File: src/rtl/ddr3_burst_pkg.sv
// Shared types and helpers for the DDR3 burst read checker.
// Latency: n/a (types, constants and a pure function only).
// Backpressure: n/a.
package ddr3_burst_pkg;

  localparam int ADDR_W  = 29;
  localparam int DATA_W  = 64;
  localparam int BURST_W = 8;

  // One issued Avalon read burst.
  typedef struct packed {
    logic [ADDR_W-1:0]  addr;
    logic [BURST_W-1:0] burstcnt;
  } burst_req_t;

  // Expected data for the 64-bit word at addr: zero-extended address in the
  // upper half, its bitwise complement in the lower half.
  function automatic logic [DATA_W-1:0] exp_word(input logic [ADDR_W-1:0] addr);
    logic [DATA_W/2-1:0] w;
    w = {3'b000, addr};
    return {w, ~w};
  endfunction

endpackage

File: src/rtl/ddr3_req_fifo.sv
// Request queue of outstanding read bursts, combinational head read.
// Latency: push visible at head one cycle later; full/empty/count registered.
// Backpressure: pushes while full are ignored; pops while empty are ignored.
//
// Ports: clk, reset_n (async, active-low); push/push_req write an entry;
// pop retires the head; full/empty/count report occupancy; head is the
// oldest entry (stale when empty).
module ddr3_req_fifo
  import ddr3_burst_pkg::*;
#(
  parameter int DEPTH = 4
) (
  input  logic                     clk,
  input  logic                     reset_n,
  input  logic                     push,
  input  burst_req_t               push_req,
  input  logic                     pop,
  output logic                     full,
  output logic                     empty,
  output logic [$clog2(DEPTH):0]   count,
  output burst_req_t               head
);

  localparam int PTR_W = $clog2(DEPTH);
  localparam int CNT_W = PTR_W + 1;
  localparam logic [CNT_W-1:0] FULL_CNT = CNT_W'(DEPTH);

  burst_req_t       mem [DEPTH];
  logic [PTR_W-1:0] wr_ptr;
  logic [PTR_W-1:0] rd_ptr;
  logic [CNT_W-1:0] cnt_q;
  logic [CNT_W-1:0] cnt_n;
  logic             do_push;
  logic             do_pop;

  assign do_push = push & ~full;
  assign do_pop  = pop & ~empty;

  always_comb begin
    cnt_n = cnt_q;
    case ({do_push, do_pop})
      2'b10:   cnt_n = cnt_q + 1'b1;
      2'b01:   cnt_n = cnt_q - 1'b1;
      default: cnt_n = cnt_q;
    endcase
  end

  // full/empty are flopped from the next occupancy so they can drive
  // outputs directly without a decode after the register.
  always_ff @(posedge clk or negedge reset_n) begin
    if (!reset_n) begin
      wr_ptr <= '0;
      rd_ptr <= '0;
      cnt_q  <= '0;
      full   <= 1'b0;
      empty  <= 1'b1;
    end else begin
      if (do_push) wr_ptr <= wr_ptr + 1'b1;
      if (do_pop)  rd_ptr <= rd_ptr + 1'b1;
      cnt_q <= cnt_n;
      full  <= (cnt_n == FULL_CNT);
      empty <= (cnt_n == '0);
    end
  end

  // Storage needs no reset: entries are only read once written.
  always_ff @(posedge clk) begin
    if (do_push) mem[wr_ptr] <= push_req;
  end

  assign head  = mem[rd_ptr];
  assign count = cnt_q;

endmodule

File: config.mk
export PLATFORM = sky130hd
export DESIGN_NAME = ddr3_req_fifo
export DESIGN_NICKNAME = d
export VERILOG_FILES = /design/src/rtl/ddr3_burst_pkg.sv /design/src/rtl/ddr3_req_fifo.sv
export SDC_FILE = /design/constraint.sdc
export NUM_CORES = 1
export LEC_CHECK = 0
export ABC_AREA = 0
export BUFFER_PORTS_ARGS = -buffer_cell sky130_fd_sc_hd__buf_2
export CAP_MARGIN = 10
export CORE_MARGIN = 2
export CORE_UTILIZATION = 61
export CTS_CLUSTER_SIZE = 8
export DETAILED_ROUTE_END_ITERATION = 16
export PLACE_DENSITY = 0.93
export SYNTH_ARGS = -nofsm -noshare
export SYNTH_HDL_FRONTEND = slang
export SYNTH_SLANG_ARGS = --single-unit
File: constraint.sdc
create_clock -name clk -period 3.7 [get_ports clk]
set_input_delay 0.74 -clock clk [delete_from_list [all_inputs] [get_ports clk]]
set_output_delay 0.74 -clock clk [all_outputs]
set_load 0.05 [all_outputs]
Word-level counts from Yosys, hierarchy flattened --
Memory sizes are Yosys's and may differ from the RTL's. Cells that the tools add are included.
Cells by class: $add $sub $neg 4, equality and inequality tests 3, multiplexer cells 3, bitwise logic cells 4, reductions and logical operators 1
Operators with widths (number):
- 3-bit case mux with 2 select lines | 1
- 2-bit by 1-bit adder with 2-bit output, second input constant | 2
- 3-bit by 1-bit adder with 3-bit output, second input constant | 1
- 3-bit == test, second input constant | 1
- 3-bit zero test | 1
- 3-bit by 1-bit subtractor with 3-bit output, second input constant | 1
- 1-bit AND | 2
- 2-bit by 1-bit == test with 1-bit output, second input constant | 1
- 2-bit == test, second input constant | 1
- 1-bit 2-to-1 mux | 2
- 1-bit inverter | 2
Word-level totals: bits in registers 9, memories 1, bits in writable memories 148, output and inout bits 42, input bits 41, word-level logic and storage cells 21
Memory list:
- mem | depth 4, bits a word 37, rd ports 1, clocked after Yosys merged registers in 0, write ports 1, RTL line ddr3_req_fifo.sv:28 | burst_req_t mem [DEPTH];

Longest topological paths before layout --
word-level depth 5, depth in mapped cells 9, gate-level depth less buffers 8

Worst setup path before layout --
OpenSTA, ideal clock, no wires.
path type in2reg, start in push, end mem mem[0][0] (netlist name) (enable), setup time 398 ps, path slack 1287 ps, data arrival time 2015 ps, required time 3302 ps, cell stages on the path 3, path buffers 1, path through nor2b_1 > clkbuf_1 > and2_1
On the way: cells in the longest elaborated chain, start to end 3
RTL lines:
- start: declaration | RTL line ddr3_req_fifo.sv:15 | input logic push,
- 1-bit AND | RTL line ddr3_req_fifo.sv:36 | assign do_push = push & ~full;
- 1-bit 2-to-1 mux | RTL line ddr3_req_fifo.sv:68 | if (do_push) mem[wr_ptr] <= push_req;
- 1-bit 2-to-1 mux (not written as such) | RTL line ddr3_req_fifo.sv:68
- end: declaration | RTL line ddr3_req_fifo.sv:28
No other way between the ends.

==> impl_metrics.toml <==
[placement]
hpwl_mm = 5.76
placement.io_buffers = 82
dp.cells = 448
pre_cts_ws_ns = 1.19
gp_congestion = 0.813

[logic_synthesis]
synth_xor_area_frac = 0.00902
synthAdderAreaFrac = 0.0142
syn_nets = 287
yosysSeqAreaShare = 0.801
ys_types = 22
synthMuxAreaShare = 0.143
synth_top_area_share = 0.763
synth_top_family_by_area = "multiplexers"
syn_avg_cell_area_um2 = 24.3
synthCells = 240
synthTopCellsByArea = "edfxtp_1, mux4_2, dfrtp_1"
ys_ff_latch = 157
synth_compound_area_frac = 0.00580
synth-simple-area-share = 0.0125
yosys.area.top_type = "edfxtp_1"
synth-warning-count = 0
synthesis.area_mm2 = 0.00583

[clock_network]
cts_tree = "done"
cts_hold_buf = 0
clockRootBuffer = "clkbuf_8"
cts_resized = 0
clk-insertion-delay-late_ns = 0.50
post-cts-setup-buffers = 0
cts_buffers = 17
clock_path_buffers = 2
cts.htree.levels = 4
cts_num_sinks = 157
clk_pin_slew_worst_paths_ns = 0.06

[die]
initial_core_util = 0.631
die_h_um = 102
ios = 83
rows = 35
core-area_mm2 = 0.00924
die_w_um = 102
dieArea_mm2 = 0.0104

[timing]
drv_slew = 0
rsz0062_at_grt = "no"
fmax_mhz = 339
finalHoldViolCount = 0
worst_pin_slew_ns = 0.990
slew_headroom = 0.340
fin_crit_ns = 2.95
min_period_over_period = 0.798
setup_tns_ns = 0
finalWorstSetupSlack_ns = 0.748
finClkSkew_ns = 0.00487
setup-violations-final = 0

[global_routing]
gr-total-overflow = 0
grt_pass1_vias = 2965
grt_max_degree = 39
antenna_found_initial = 1
grt_pass1_wl_mm = 15.4
track_usage = 0.213

[worst_setup_path]
crit_path_max_fanout = 30
crit_arrival_ns = 2.21
reg2reg_from = "full"
setup.worst_path.start_class = "flip-flop"
r2r-end = "full"
required_ns = 2.96
critPathLaunch = "rd_ptr[0]"
cp-end-kind = "primary output"
worstRegToRegCells = 8
critPathCapture = "head[4]"
r2r_setup_slack_ns = 1.62
crit_type = "reg -> out"

[drt]
drtAntennaViolNets = 0
vias_per_cell = 5.73
drtPass1Iterations = 4
wl_per_cell_um = 20.9
vias = 2747
drcViolationCount = 0
dr.first_iter.drc_count = 157
wirelength_mm = 10.0

[power_and_ir_drop]
comb_power_share = 0.366
peakVddDrop_mv = 0.573
p_clk_frac = 0.242
leakagePower_nw = 2.46
p_per_area_mw_per_mm2 = 937
pwr-share-seq = 0.392
p_int_mw = 4.02
total_power_mw = 6.51
p_sw_mw = 2.49
swShare = 0.383

[final_layout]
area_growth_pct = 19.2
drive_gt1_frac = 0.451
diodes = 0
fin_cells = 479
fin_nets = 385

[job]
maxCapViolCount = 0

[status]
outcome = "completed"

[min_path]
hold_path_class = "in -> async"
kinds of logic (layout without fill, tap and decap cells):
kind of cell / after synthesis / in the layout
DFF: 157 / 157
xor gates and xnor gates: 6 / 6
buffers and inverters: 15 / 125
AOI/OAI and AO/OA: 5 / 5
muxes: 37 / 37
adders and majority gates: 6 / 6
and+or+nand+nor: 14 / 14
Yosys cell counts, drive strengths merged:
master and n:
edfxtp 148, mux4 37, dfrtp 8, buf 7
inv 6, ha 5, nand2 5, and2 4
xnor2 4, o21ai 3, clkbuf 2, nor2b 2
xor2 2, a22o 1, and3 1, dfstp 1
fa 1, nor2 1, o211a 1, or3 1
stage by stage:
step / instance area, um2 / utilization / hold slack [ns]
after floorplan: 5830 / - / 0.444
after global placement: 6400 / 0.693 / 0.511
after detailed placement: 6400 / 0.693 / 0.527
after CTS: 6950 / 0.752 / 0.0627
after global routing: 6950 / 0.752 / 0.0621
final: 6950 / 0.752 / 0.0765
placed cells by master, fill, tap and decap left out:
cell type / instances
edfxtp_1: 148
buf_2: 82
mux4_2: 37
clkbuf_16: 16
inv_1: 6
dfrtp_1: 6
nand2_1: 5
ha_1: 5
clkinv_1: 5
buf_4: 5
xnor2_1: 4
and2_2: 4
o21ai_0: 3
clkinvlp_4: 3
nor2b_1: 2
xor2_1: 2
clkinv_4: 2
clkinv_2: 2
bufinv_16: 2
dfrtp_2: 2
or3_1: 1
and3_1: 1
nor2_1: 1
a22o_1: 1
o211a_1: 1
fa_1: 1
clkbuf_8: 1
dfstp_2: 1
buf_12: 1
metal layers:
layer,global-route usage,vias up,share of wire
met1,0.272,1441,0.39
met4,0.0821,2,0.015
met3,0.0683,19,0.052
met2,0.346,93,0.54
met5,0,-,0.0013
li1,-,1192,-
flip-flops by register name, summed over array words and instances, names as in the netlist:
register	flops
empty	1
rd_ptr	2
count	3
wr_ptr	2
full	1
mem	148
power by group through the flow:
stage               clock network [mW]  registers (mW)  logic (mW)
finish                            1.58            2.55        2.38
global route                      1.69            2.59        2.50
CTS                               1.60            2.56        2.41
detailed placement                   0            2.58        2.39
global placement                     0            2.55        2.36
floorplan                            0            2.51        1.93
worst min-delay path by stage:
stage / start / to / slack [ns] / cells past startpoint
after floorplan: reset_n / count[0] / 0.44 / 0
after global placement: count[0] / count[0] / 0.51 / 1
after detailed placement: count[0] / count[0] / 0.53 / 1
after CTS: reset_n / full / 0.06 / 1
after global routing: reset_n / count[1] / 0.06 / 1
final: reset_n / count[1] / 0.08 / 1
critical path: stages, from the launching register on:
cell and delay, ns:
dfrtp_2 0.59, buf_12 0.31, mux4_2 0.56, buf_2 0.23
cell type report:
type,instances,area [um2]
multi-input combinational,68,1080
tap,129,161
clock inverter,14,129
sequential,157,4670
clock buffer,17,414
timing repair buffer,88,468
fill,535,2290
inverter,6,22.5
Power figures use the tool's default switching activity.
